===== src/rtl/restoring_div_4bit.sv =====
// Multi-cycle restoring divider: one quotient bit per clock behind a start/done handshake.
// Define SIGNED_DIV_EN for two's complement operands; otherwise unsigned and v is tied to 0.
module restoring_div_4bit #(
  parameter int WIDTH = 4
) (
  input  logic             clk,
  input  logic             rst_n,
  input  logic             start,
  input  logic [WIDTH-1:0] dividend,
  input  logic [WIDTH-1:0] divisor,
  output logic             busy,
  output logic             done,
  output logic [WIDTH-1:0] quotient,
  output logic [WIDTH-1:0] remainder,
  output logic             dbz,
  output logic             v
);

  localparam int CW = $clog2(WIDTH) + 1;

  typedef enum logic [1:0] {IDLE, CALC, DONE} state_t;

  state_t           state_q;
  logic [WIDTH-1:0] rem_q;
  logic [WIDTH-1:0] shift_q;
  logic [WIDTH-1:0] divMag_q;
  logic [WIDTH-1:0] dividend_q;
  logic [CW-1:0]    cnt_q;

  logic [WIDTH:0]   shifted_d;
  logic [WIDTH:0]   trial_d;
  logic [WIDTH-1:0] remNext_d;
  logic [WIDTH-1:0] shiftNext_d;
  logic [WIDTH-1:0] dividendMag_d;
  logic [WIDTH-1:0] divisorMag_d;
  logic [WIDTH-1:0] finalQuo_d;
  logic [WIDTH-1:0] finalRem_d;
  logic             ovf_d;

`ifdef SIGNED_DIV_EN
  logic negQuot_q;
  logic negRem_q;
  logic ovf_q;
`endif

  // Trial subtraction; the remainder never needs more than WIDTH bits once a step settles.
  always_comb begin
    shifted_d = {rem_q, shift_q[WIDTH-1]};
    trial_d   = shifted_d - {1'b0, divMag_q};
    if (!trial_d[WIDTH]) begin
      remNext_d   = trial_d[WIDTH-1:0];
      shiftNext_d = {shift_q[WIDTH-2:0], 1'b1};
    end else begin
      remNext_d   = shifted_d[WIDTH-1:0];
      shiftNext_d = {shift_q[WIDTH-2:0], 1'b0};
    end
  end

  always_comb begin
`ifdef SIGNED_DIV_EN
    dividendMag_d = dividend[WIDTH-1] ? -dividend : dividend;
    divisorMag_d  = divisor[WIDTH-1]  ? -divisor  : divisor;
    finalQuo_d    = negQuot_q ? -shiftNext_d : shiftNext_d;
    finalRem_d    = negRem_q  ? -remNext_d   : remNext_d;
    ovf_d         = ovf_q;
`else
    dividendMag_d = dividend;
    divisorMag_d  = divisor;
    finalQuo_d    = shiftNext_d;
    finalRem_d    = remNext_d;
    ovf_d         = 1'b0;
`endif
  end

  always_ff @(posedge clk or negedge rst_n) begin
    if (!rst_n) begin
      state_q    <= IDLE;
      rem_q      <= '0;
      shift_q    <= '0;
      divMag_q   <= '0;
      dividend_q <= '0;
      cnt_q      <= '0;
      busy       <= 1'b0;
      done       <= 1'b0;
      quotient   <= '0;
      remainder  <= '0;
      dbz        <= 1'b0;
      v          <= 1'b0;
`ifdef SIGNED_DIV_EN
      negQuot_q  <= 1'b0;
      negRem_q   <= 1'b0;
      ovf_q      <= 1'b0;
`endif
    end else begin
      done <= 1'b0;
      case (state_q)
        IDLE, DONE: begin
          if (start) begin
            dividend_q <= dividend;
            divMag_q   <= divisorMag_d;
            shift_q    <= dividendMag_d;
            rem_q      <= '0;
            cnt_q      <= '0;
            busy       <= 1'b1;
            dbz        <= 1'b0;
            v          <= 1'b0;
            state_q    <= CALC;
`ifdef SIGNED_DIV_EN
            negQuot_q  <= dividend[WIDTH-1] ^ divisor[WIDTH-1];
            negRem_q   <= dividend[WIDTH-1];
            ovf_q      <= (dividend == {1'b1, {(WIDTH-1){1'b0}}}) && (divisor == '1);
`endif
          end else if (state_q == DONE) begin
            state_q <= IDLE;
          end
        end
        CALC: begin
          // A zero divisor is resolved on the first step instead of running the full sweep.
          if (cnt_q == '0 && divMag_q == '0) begin
            quotient  <= '1;
            remainder <= dividend_q;
            dbz       <= 1'b1;
            done      <= 1'b1;
            busy      <= 1'b0;
            state_q   <= DONE;
          end else begin
            rem_q   <= remNext_d;
            shift_q <= shiftNext_d;
            cnt_q   <= cnt_q + CW'(1);
            if (cnt_q == CW'(WIDTH - 1)) begin
              quotient  <= finalQuo_d;
              remainder <= finalRem_d;
              v         <= ovf_d;
              done      <= 1'b1;
              busy      <= 1'b0;
              cnt_q     <= '0;
              state_q   <= DONE;
            end
          end
        end
        default: state_q <= IDLE;
      endcase
    end
  end

endmodule


===== config.mk =====
export PLATFORM = sky130hd
export DESIGN_NAME = restoring_div_4bit
export DESIGN_NICKNAME = d
export VERILOG_FILES = /design/src/rtl/restoring_div_4bit.sv
export SDC_FILE = /design/constraint.sdc
export NUM_CORES = 1
export LEC_CHECK = 0
export CAP_MARGIN = 10
export CORE_UTILIZATION = 57
export DETAILED_ROUTE_END_ITERATION = 8
export PLACE_DENSITY = 0.83
export SYNTH_ARGS = -nofsm -noshare
export SYNTH_HDL_FRONTEND = slang
export SYNTH_SLANG_ARGS = --single-unit

===== constraint.sdc =====
create_clock -name clk -period 4.4 [get_ports clk]
set_clock_uncertainty 0.1 [all_clocks]
set_input_delay 0.88 -clock clk [delete_from_list [all_inputs] [get_ports clk]]
set_output_delay 0.88 -clock clk [all_outputs]
set_load 0.01 [all_outputs]

==> results of run 1 <==
==> stage by stage <==
step	setup slack (ns)	power, mW	cells	cell area, µm²	hold WS [ns]
after floorplan	1.99	1.10	141	1560	0.371
after global placement	1.72	1.29	186	1780	0.367
after detailed placement	1.66	1.33	186	1780	0.380
after CTS	1.68	1.48	193	1830	0.402
after global routing	1.40	1.60	193	1830	0.441
final	1.65	1.48	193	1830	0.394
==> flip-flops by register name, indices dropped and copies added, names as in the netlist <==
register,count
cnt_q,3
busy,1
divMag_q,4
state_q,2
remainder,4
quotient,4
shift_q,4
done,1
dbz,1
dividend_q,4
rem_q,4
==> power breakdown <==
part / total, mW / leakage [nW] / switching, mW / internal, mW
clock network: 0.155 / 0.0281 / 0.0962 / 0.0588
registers: 0.540 / 0.379 / 0.105 / 0.435
logic: 0.783 / 0.418 / 0.411 / 0.372
==> metal layers <==
metal | vias to the layer above | wire length, µm | GRT usage, %
li1 | 529 | - | -
met1 | 528 | 1350 | 32.2
met2 | 48 | 1460 | 38.8
met5 | - | 0 | 0
met3 | 5 | 197 | 5.83
met4 | 0 | 45 | 11.5
==> worst reg2reg max path, stage by stage, from the launching register on <==
cell	delay [ns]
dfrtp_1	0.41
inv_1	0.09
ha_1	0.17
or4b_4	0.50
o31ai_2	0.66
nand2_1	0.43
nor2_1	0.21
a31oi_1	0.06
==> worst paths after layout <==
| check | cells past startpoint | slack, ns | startpoint | end |
|---|---|---|---|---|
| max | 7 | 1.65 | cnt_q[0] | shift_q[1] |
| min | 2 | 0.39 | dbz | dbz |
| max reg2reg | 7 | 1.65 | cnt_q[0] | shift_q[1] |
| min reg2reg | 2 | 0.39 | dbz | dbz |
| max in group asynchronous | 2 | 3.08 | rst_n | divMag_q[3] |
| min in group asynchronous | 2 | 0.83 | rst_n | done |
==> cells by family after synthesis <==
kind of cell	share of synthesized area, %
compound gates	12.9
fa+ha+maj	6.10
buf+inv	5.14
other cells	0.241
xor+xnor	1.69
simple gates	14.0
flops	51.4
mux	8.51
==> final cells by class <==
type	count	area [µm²]
Tap cell	30	37.5
Inverter	11	46.3
Clock inverter	1	5.00
Clock buffer	6	41.3
Sequential cell	32	801
Timing Repair Buffer	22	218
Multi-Input combinational cell	91	677
Fill cell	188	697
==> cells in the mapped netlist, types with 2 or more instances <==
library cell / instances / area, µm²
xor2_1: 2 / 17.5
a31oi_1: 5 / 31.3
mux2i_1: 2 / 20.0
mux2_2: 10 / 113
and3_1: 2 / 12.5
o21ai_1: 6 / 30.0
a21oi_1: 4 / 20.0
nand2b_1: 4 / 25.0
dfrtp_1: 32 / 801
buf_2: 3 / 15.0
nor2b_1: 2 / 12.5
clkbuf_1: 2 / 7.51
o22a_1: 4 / 35.0
o21ai_0: 6 / 30.0
ha_1: 6 / 75.1
inv_1: 10 / 37.5
nor2_1: 6 / 22.5
nand2_1: 12 / 45.0
nand3_1: 5 / 25.0
==> flow_metrics.tcl, run 1 <==
set metrics [dict create \
    avgRoutedWirePerCell_um 15.8 \
    clock-sinks 32 \
    viasPerCell 5.75 \
    worstSetupPathType "reg -> reg" \
    dp_hpwl_um 2260 \
    die_w_um 54.3 \
    drt_iter0_drc 17 \
    syn-num-nets 159 \
    yosysSeqAreaShare_pct 51.4 \
    ys_ff_latch 32 \
    tns_ns 0 \
    rows 18 \
    grt_start_max_net_pins 33 \
    synth_cell_types 37 \
    fin_util_pct 72.4 \
    drive_gt1_share_pct 16.0 \
    coreArea_mm2 0.00252 \
    slew_headroom_pct 47.6 \
    p_per_area_mw_per_mm2 810 \
    drv_slew 0 \
    root_buffer "clkbuf_4" \
    path_max_fanout 12 \
    routed_wl_um 3060 \
    fmax_mhz 364 \
    ant_nets 0 \
    syn_avg_cell_area_um2 11.0 \
    vdd_ir_drop_max_mv 0.535 \
    start_util_pct 61.8 \
    io_buffer_count 21 \
    netlist_area_mm2 0.00156 \
    gr-total-overflow 0 \
    antenna_found_initial 0 \
    slowest_delay_ns 0.66 \
    grt_pass1_vias 1063 \
    fp.dieArea_mm2 0.00295 \
    setup_viol 0 \
    worst_slew_pin_slew_ns 0.781 \
    tritoncts "built" \
    hold_violations 0 \
    max_cap_viol_count 0 \
    critical-path-top-delay-family "simple AND/OR/NAND/NOR gates" \
    num_io_pins 23 \
    ys_async_sr_fraction_pct 100 \
    ctsHoldBuffers 0 \
    postSynthCellCount 141 \
    arrival_ns 2.85 \
    startpoint_type "register" \
    grt_first_pass_wirelength_um 4910 \
    hold_class "reg -> reg" \
    p_leak_nw 0.825 \
    cts_inserted_buffers 5 \
    layout_common_cells "32 x dfrtp_1, 21 x clkdlybuf4s50_1, 12 x nand2_1" \
    diodes 0 \
    vias 1110 \
    cts_resized 0 \
    cp_slowest_cell "o31ai_2" \
    worstSkewPairLatency_ns 0.33 \
    ys.flop_type "dfrtp_1" \
    rsz0062_at_grt "false" \
    place_congestion 0.859 \
    areaGrowthSynthToFinish_pct 17.2 \
    cp-end-kind "register" \
    yosysWarnings 0 \
    drc 0 \
    first_pass_iters 4 \
    required_ns 4.50 \
    crit_chain "inv_1 -> ha_1 -> or4b_4 -> o31ai_2 -> nand2_1 -> nor2_1 -> a31oi_1" \
    grt_use_total_pct 24.7 \
    final_common_cell "dfrtp_1" \
    cp.buffers_inverters 1 \
    outcome "complete, no violations" \
    synth_edf_count 0 \
    cts_buffer_depth 2 \
    path_clk_slew_ns 0.09 \
    die_h_um 54.3 \
    finalCritPeriodShare_pct 62.4 \
    cts_htree_levels 2 \
    period_minus_slack_ns 2.75 \
    postCtsSetupRepairBufs 0 \
    finish.net_count 181 \
]
No activity file was read; power rests on OpenSTA's default activity.
==> inputs of run 2 (changes only) <==
Settings changed: CORE_UTILIZATION 57 to 48, PLACE_DENSITY 0.83 to 0.75.
Clock period 4.4 ns to 2.5 ns, I/O delays scaled along.
==> run 2 against run 1 <==
Via count hardly changed. Worst hold slack better by 0.0035 ns. Die area is 18% higher. Maximum frequency is 15% higher. Cell count is 10% higher. Critical path depth is 2 higher. Routed wire length is 2.0% higher. Sequential share of layout area is 1.7 points lower. Design area is 4.0% higher. Register-to-register slack worse by 1.5 ns. Largest cell class unchanged. Combinational power is 98% higher.
==> flow_metrics.tcl, run 2 (synthesized netlist as in run 1, its figures left out) <==
set metrics [dict create \
    die_h_um 59.0 \
    path_clk_slew_ns 0.09 \
    grt_use_total_pct 20.6 \
    rows 20 \
    r2r_setup_slack_ns 0.12 \
    dr_wl_met2_um 1610 \
    startpoint_type "register" \
    outcome "complete, no violations" \
    fp.dieArea_mm2 0.00348 \
    cts_buffer_depth 2 \
    die_w_um 59.0 \
    fmax_mhz 420 \
    setup_ws_ns 0.120 \
    clock-sinks 32 \
    rsz0062_at_grt "false" \
    vias 1109 \
    drv_slew 0 \
    worst_hold_path.endpoint "dbz" \
    period_minus_slack_ns 2.38 \
    num_io_pins 23 \
    wl_met3_um 155 \
    io_buffer_count 21 \
    routed_wl_um 3120 \
    root_buffer "clkbuf_4" \
    max_cap_viol_count 0 \
    start_util_pct 50.6 \
    setup_viol 0 \
    vdd_ir_drop_max_mv 0.638 \
    hold_depth 2 \
    drt_iter0_drc 23 \
    grt_start_max_net_pins 33 \
    finish.net_count 187 \
    cts_htree_levels 2 \
    ff2ff_path_depth 9 \
    holdCritStartpoint "dbz" \
    layout_common_cells "32 x dfrtp_1, 21 x clkdlybuf4s50_1, 12 x nand2_1" \
    coreArea_mm2 0.00308 \
    tritoncts "built" \
    path_max_fanout 4 \
    first_pass_iters 4 \
    cp_slowest_cell "fa_1" \
    p_per_area_mw_per_mm2 1450 \
    drive_gt1_share_pct 20.1 \
    reg2reg_to "rem_q[3]" \
    cts_inserted_buffers 5 \
    drc 0 \
    worstSkewPairLatency_ns 0.33 \
    cp-end-kind "register" \
    antenna_found_initial 0 \
    cp.buffers_inverters 2 \
    highest_layer "met4" \
    areaGrowthSynthToFinish_pct 21.9 \
    gr-total-overflow 0 \
    finalCritPeriodShare_pct 95.2 \
    arrival_ns 2.49 \
    place_congestion 0.826 \
    hold_violations 0 \
    seqCellArea_um2 801 \
    required_ns 2.61 \
    finalPower_mw 2.76 \
    avgRoutedWirePerCell_um 14.7 \
    dp_hpwl_um 2320 \
    multiInputGateArea_um2 688 \
    grt_pass1_vias 1185 \
    n_fill_cell 276 \
    pre_cts_ws_ns 0.0170 \
    diodes 0 \
    r2r-start "shift_q[3]" \
    critical-path-top-delay-family "adder cells" \
    tns_ns 0 \
    wl_met1_um 1310 \
    ant_nets 0 \
    final_common_cell "dfrtp_1" \
    viasPerCell 5.21 \
    hold_class "reg -> reg" \
    grt_first_pass_wirelength_um 5140 \
    worstSetupPathType "reg -> reg" \
    slowest_delay_ns 0.42 \
    crit_chain "inv_1 -> ha_1 -> fa_1 -> nand2b_1 -> a21oi_2 -> xor2_2 -> buf_4 -> mux2i_1 -> o21ai_0" \
    p_leak_nw 0.854 \
]
[run 2: changes by cell type in the layout (fill, tap and decap cells not counted), sizes merged]
| cell | previous run | this run |
|---|---|---|
| buf | 1 | 7 |
[run 2: worst min-delay path: cells and delay by family (launching register included)]
kind	cells	cell delay (ns)
flops	1	0.36
compound gates	1	0.06
simple gates	1	0.05
[run 2: repair_timing]
action / in CTS / in global routing
gates resized for setup: 0 / 2
hold buffers: 0 / 0
setup buffers: 0 / 1
setup endpoints to repair: 0 / 7
[run 2: layout make-up]
class,instances,share of cell area (%)
tap,44,2.90
multi-input combinational,91,36.2
timing repair buffer,28,13.8
clock buffer,6,2.17
inverter,11,2.44
sequential,32,42.2
clock inverter,1,0.264
[run 2: worst max path at each step]
stage           startpoint  slack, ns  endpoint  depth (start not counted)
2_1_floorplan  divMag_q[0]       0.09  rem_q[1]                          7
6_report        shift_q[3]       0.12  rem_q[3]                          9
4_1_cts         shift_q[3]      0.007  rem_q[3]                          9
3_5_place_dp    shift_q[3]       0.02  rem_q[3]                          9
3_3_place_gp    shift_q[3]       0.13  rem_q[3]                          9
5_1_grt         shift_q[3]       0.02  rem_q[3]                          9
[run 2: per-layer routing]
metal	global-route usage, %	vias up
met5	0	-
met4	7.14	0
met3	7.25	5
met2	36.4	29
met1	22.8	538
li1	-	537
[run 2: through the flow]
step / instances / hold slack (ns) / util [%] / cell area, µm²
2_1_floorplan: 141 / 0.104 / - / 1560
3_3_place_gp: 205 / 0.369 / 59.6 / 1830
3_5_place_dp: 205 / 0.380 / 59.6 / 1830
4_1_cts: 212 / 0.401 / 61.1 / 1880
5_1_grt: 213 / 0.437 / 61.7 / 1900
6_report: 213 / 0.397 / 61.7 / 1900
[run 2: report_power, final]
| group | leakage [nW] | internal [mW] | switching [mW] | total, mW |
|---|---|---|---|---|
| Clock | 0.0281 | 0.103 | 0.165 | 0.269 |
| Combinational | 0.447 | 0.773 | 0.779 | 1.55 |
| Sequential | 0.379 | 0.766 | 0.172 | 0.938 |
==> variant, RTL diff (settings of run 2) <==
Build with the macro `SIGNED_DIV_EN` defined.
--- a/src/rtl/restoring_div_4bit.sv
+++ b/src/rtl/restoring_div_4bit.sv
@@ -1,5 +1,7 @@
 // Multi-cycle restoring divider: one quotient bit per clock behind a start/done handshake.
 // Define SIGNED_DIV_EN for two's complement operands; otherwise unsigned and v is tied to 0.
+`define SIGNED_DIV_EN
+
 module restoring_div_4bit #(
   parameter int WIDTH = 4
 ) (
Function: changed (Yosys sat finds a counterexample within 10 cycles, from zero or initial values and one cycle with rst_n low).
==> variant against run 2 <==
Total power up 30%; count of clock-buffer cells in the layout did not move; combinational power is 37% higher; routed wire length rose by 31%; area after synthesis grew 25%; die area increased by 24%; sequential cell count increased by 3; clock power grew 55%; worst setup slack better by 0.0082 ns; critical path depth increased by 1; final area increased by 24%; worst hold slack got worse by 0.0093 ns; largest power group unchanged.
==> variant: results (changes against run 2) <==
Clocking
  • # resized after CTS: 0 (unchanged)
  • Root buf cell: clkbuf_8
  • Post-CTS Setup Bufs: 0 (unchanged)
  • Clk slew on worst S/H paths: 0.07 ns (-0.02 ns)

Setup path
  • Max incr delay on CP: 0.40 ns (-0.02 ns)
  • CP arrival: 2.45 ns (-0.04 ns)
  • Worst-path fanout max: 10 (+6)
  • Critical-path top delay cell: dfrtp_1

Placed design
  • Dpl ws: 0.0979 ns (+0.0810 ns)
  • Post-Place Cell Area: 2280 sq um (+24%)
  • Post-DP HPWL: 3120 microns (+34%)
  • IO Port Bufs: 22 (+4.8%)

Finish
  • Share of cells above drive strength 1: 0.137 (-0.0644)
  • Non-clk buf share: 0.125 (-0.0134)
  • Nonclk inv count: 15 (+4)
  • Fillers: 313 (+13%)
  • FFs & Latches: 35 (+9.4%)
  • Plain + repair buffers: 32 (+14%)
  • Layout Nets: 256 (+37%)
  • FF+latch area: 876 sq um (+9.4%)
  • Clock buf/inv share: 0.0371 (+0.0127)
  • Final Core Density: 0.627 (+0.00967)
  • Multi-input combinational area share: 0.417 (+0.0548)
  • Multi-Input Combinational: 145 (+59%)

Synth
  • Leading post-synthesis cells by cell area: dfrtp_1 (45%), ha_1 (6.4%), nand2_1 (4.0%)
  • Multiplexer share of the synthesized area: 0.0327 (-0.0524)
  • Syn avg cell area: 9.60 sq um (-13%)
  • Synth Area in XOR/XNOR: 0.0635 (+0.0467)
  • Post-synthesis compound-gate area fraction: 0.164 (+0.0350)
  • Synth top cells by count: dfrtp_1 (35), nand2_1 (21), nor2_1 (16)
  • Register area share after synthesis: 0.449 (-0.0648)
  • Synth cell types: 39 (+5.4%)
  • Syn nets: 225 (+42%)

Power and ir drop
  • Tot Pwr: 0.00358 W (+30%)
  • Sw Pwr: 0.00156 W (+40%)
  • Register share of total power: 0.289 (-0.051)
  • Clock power share: 0.117 (+0.020)
  • Static Leak: 1.04 nW (+22%)
  • Max IR drop VDD: 0.000597 V (-6.4%)

Detailed routing
  • Drt total wl: 4070 microns (+31%)
  • Via-per-instance ratio: 5.40 (+3.7%)
  • Pre-Repair DR Iteration Count: 4 (unchanged)
  • DR WL/cell: 14.4 microns (-1.4%)
  • Initial DRC Count: 89 (+290%)

GRT
  • Largest net degree at the start of global routing: 36 (+9.1%)
  • First-pass GRT wire length: 7200 microns (+40%)
  • Number of global-route vias before repair: 1479 (+25%)
  • GRT Total Usage: 0.226 (+0.0206)

Floorplanning
  • Row count: 22 (+10%)

Outcome
  • Run status: finished, final reports clean
==> variant: per-layer routing <==
layer / share of wire / vias to the layer above / track usage
met5: 0 / - / 0
met4: 0.017 / 0 / 0.0761
met3: 0.026 / 7 / 0.0417
met2: 0.44 / 29 / 0.334
met1: 0.51 / 723 / 0.330
li1: - / 764 / -
==> variant: final timing paths <==
| check | from | end | slack [ns] | depth (start not counted) |
|---|---|---|---|---|
| max reg2reg | divMag_q[0] | quotient[2] | 0.13 | 10 |
| min in group asynchronous | rst_n | v | 0.51 | 2 |
| max in group asynchronous | rst_n | remainder[1] | 1.47 | 2 |
| min | ovf_d | ovf_d | 0.39 | 2 |
| max | divMag_q[0] | quotient[2] | 0.13 | 10 |
| min reg2reg | ovf_d | ovf_d | 0.39 | 2 |
==> variant: logic make-up after synthesis <==
group                      after synthesis
AOI/OAI and AO/OA                       50
xor gates and xnor gates                12
muxes                                    6
DFF                                     35
adders and majority gates               11
and+or+nand+nor                         66
buffers and inverters                   23
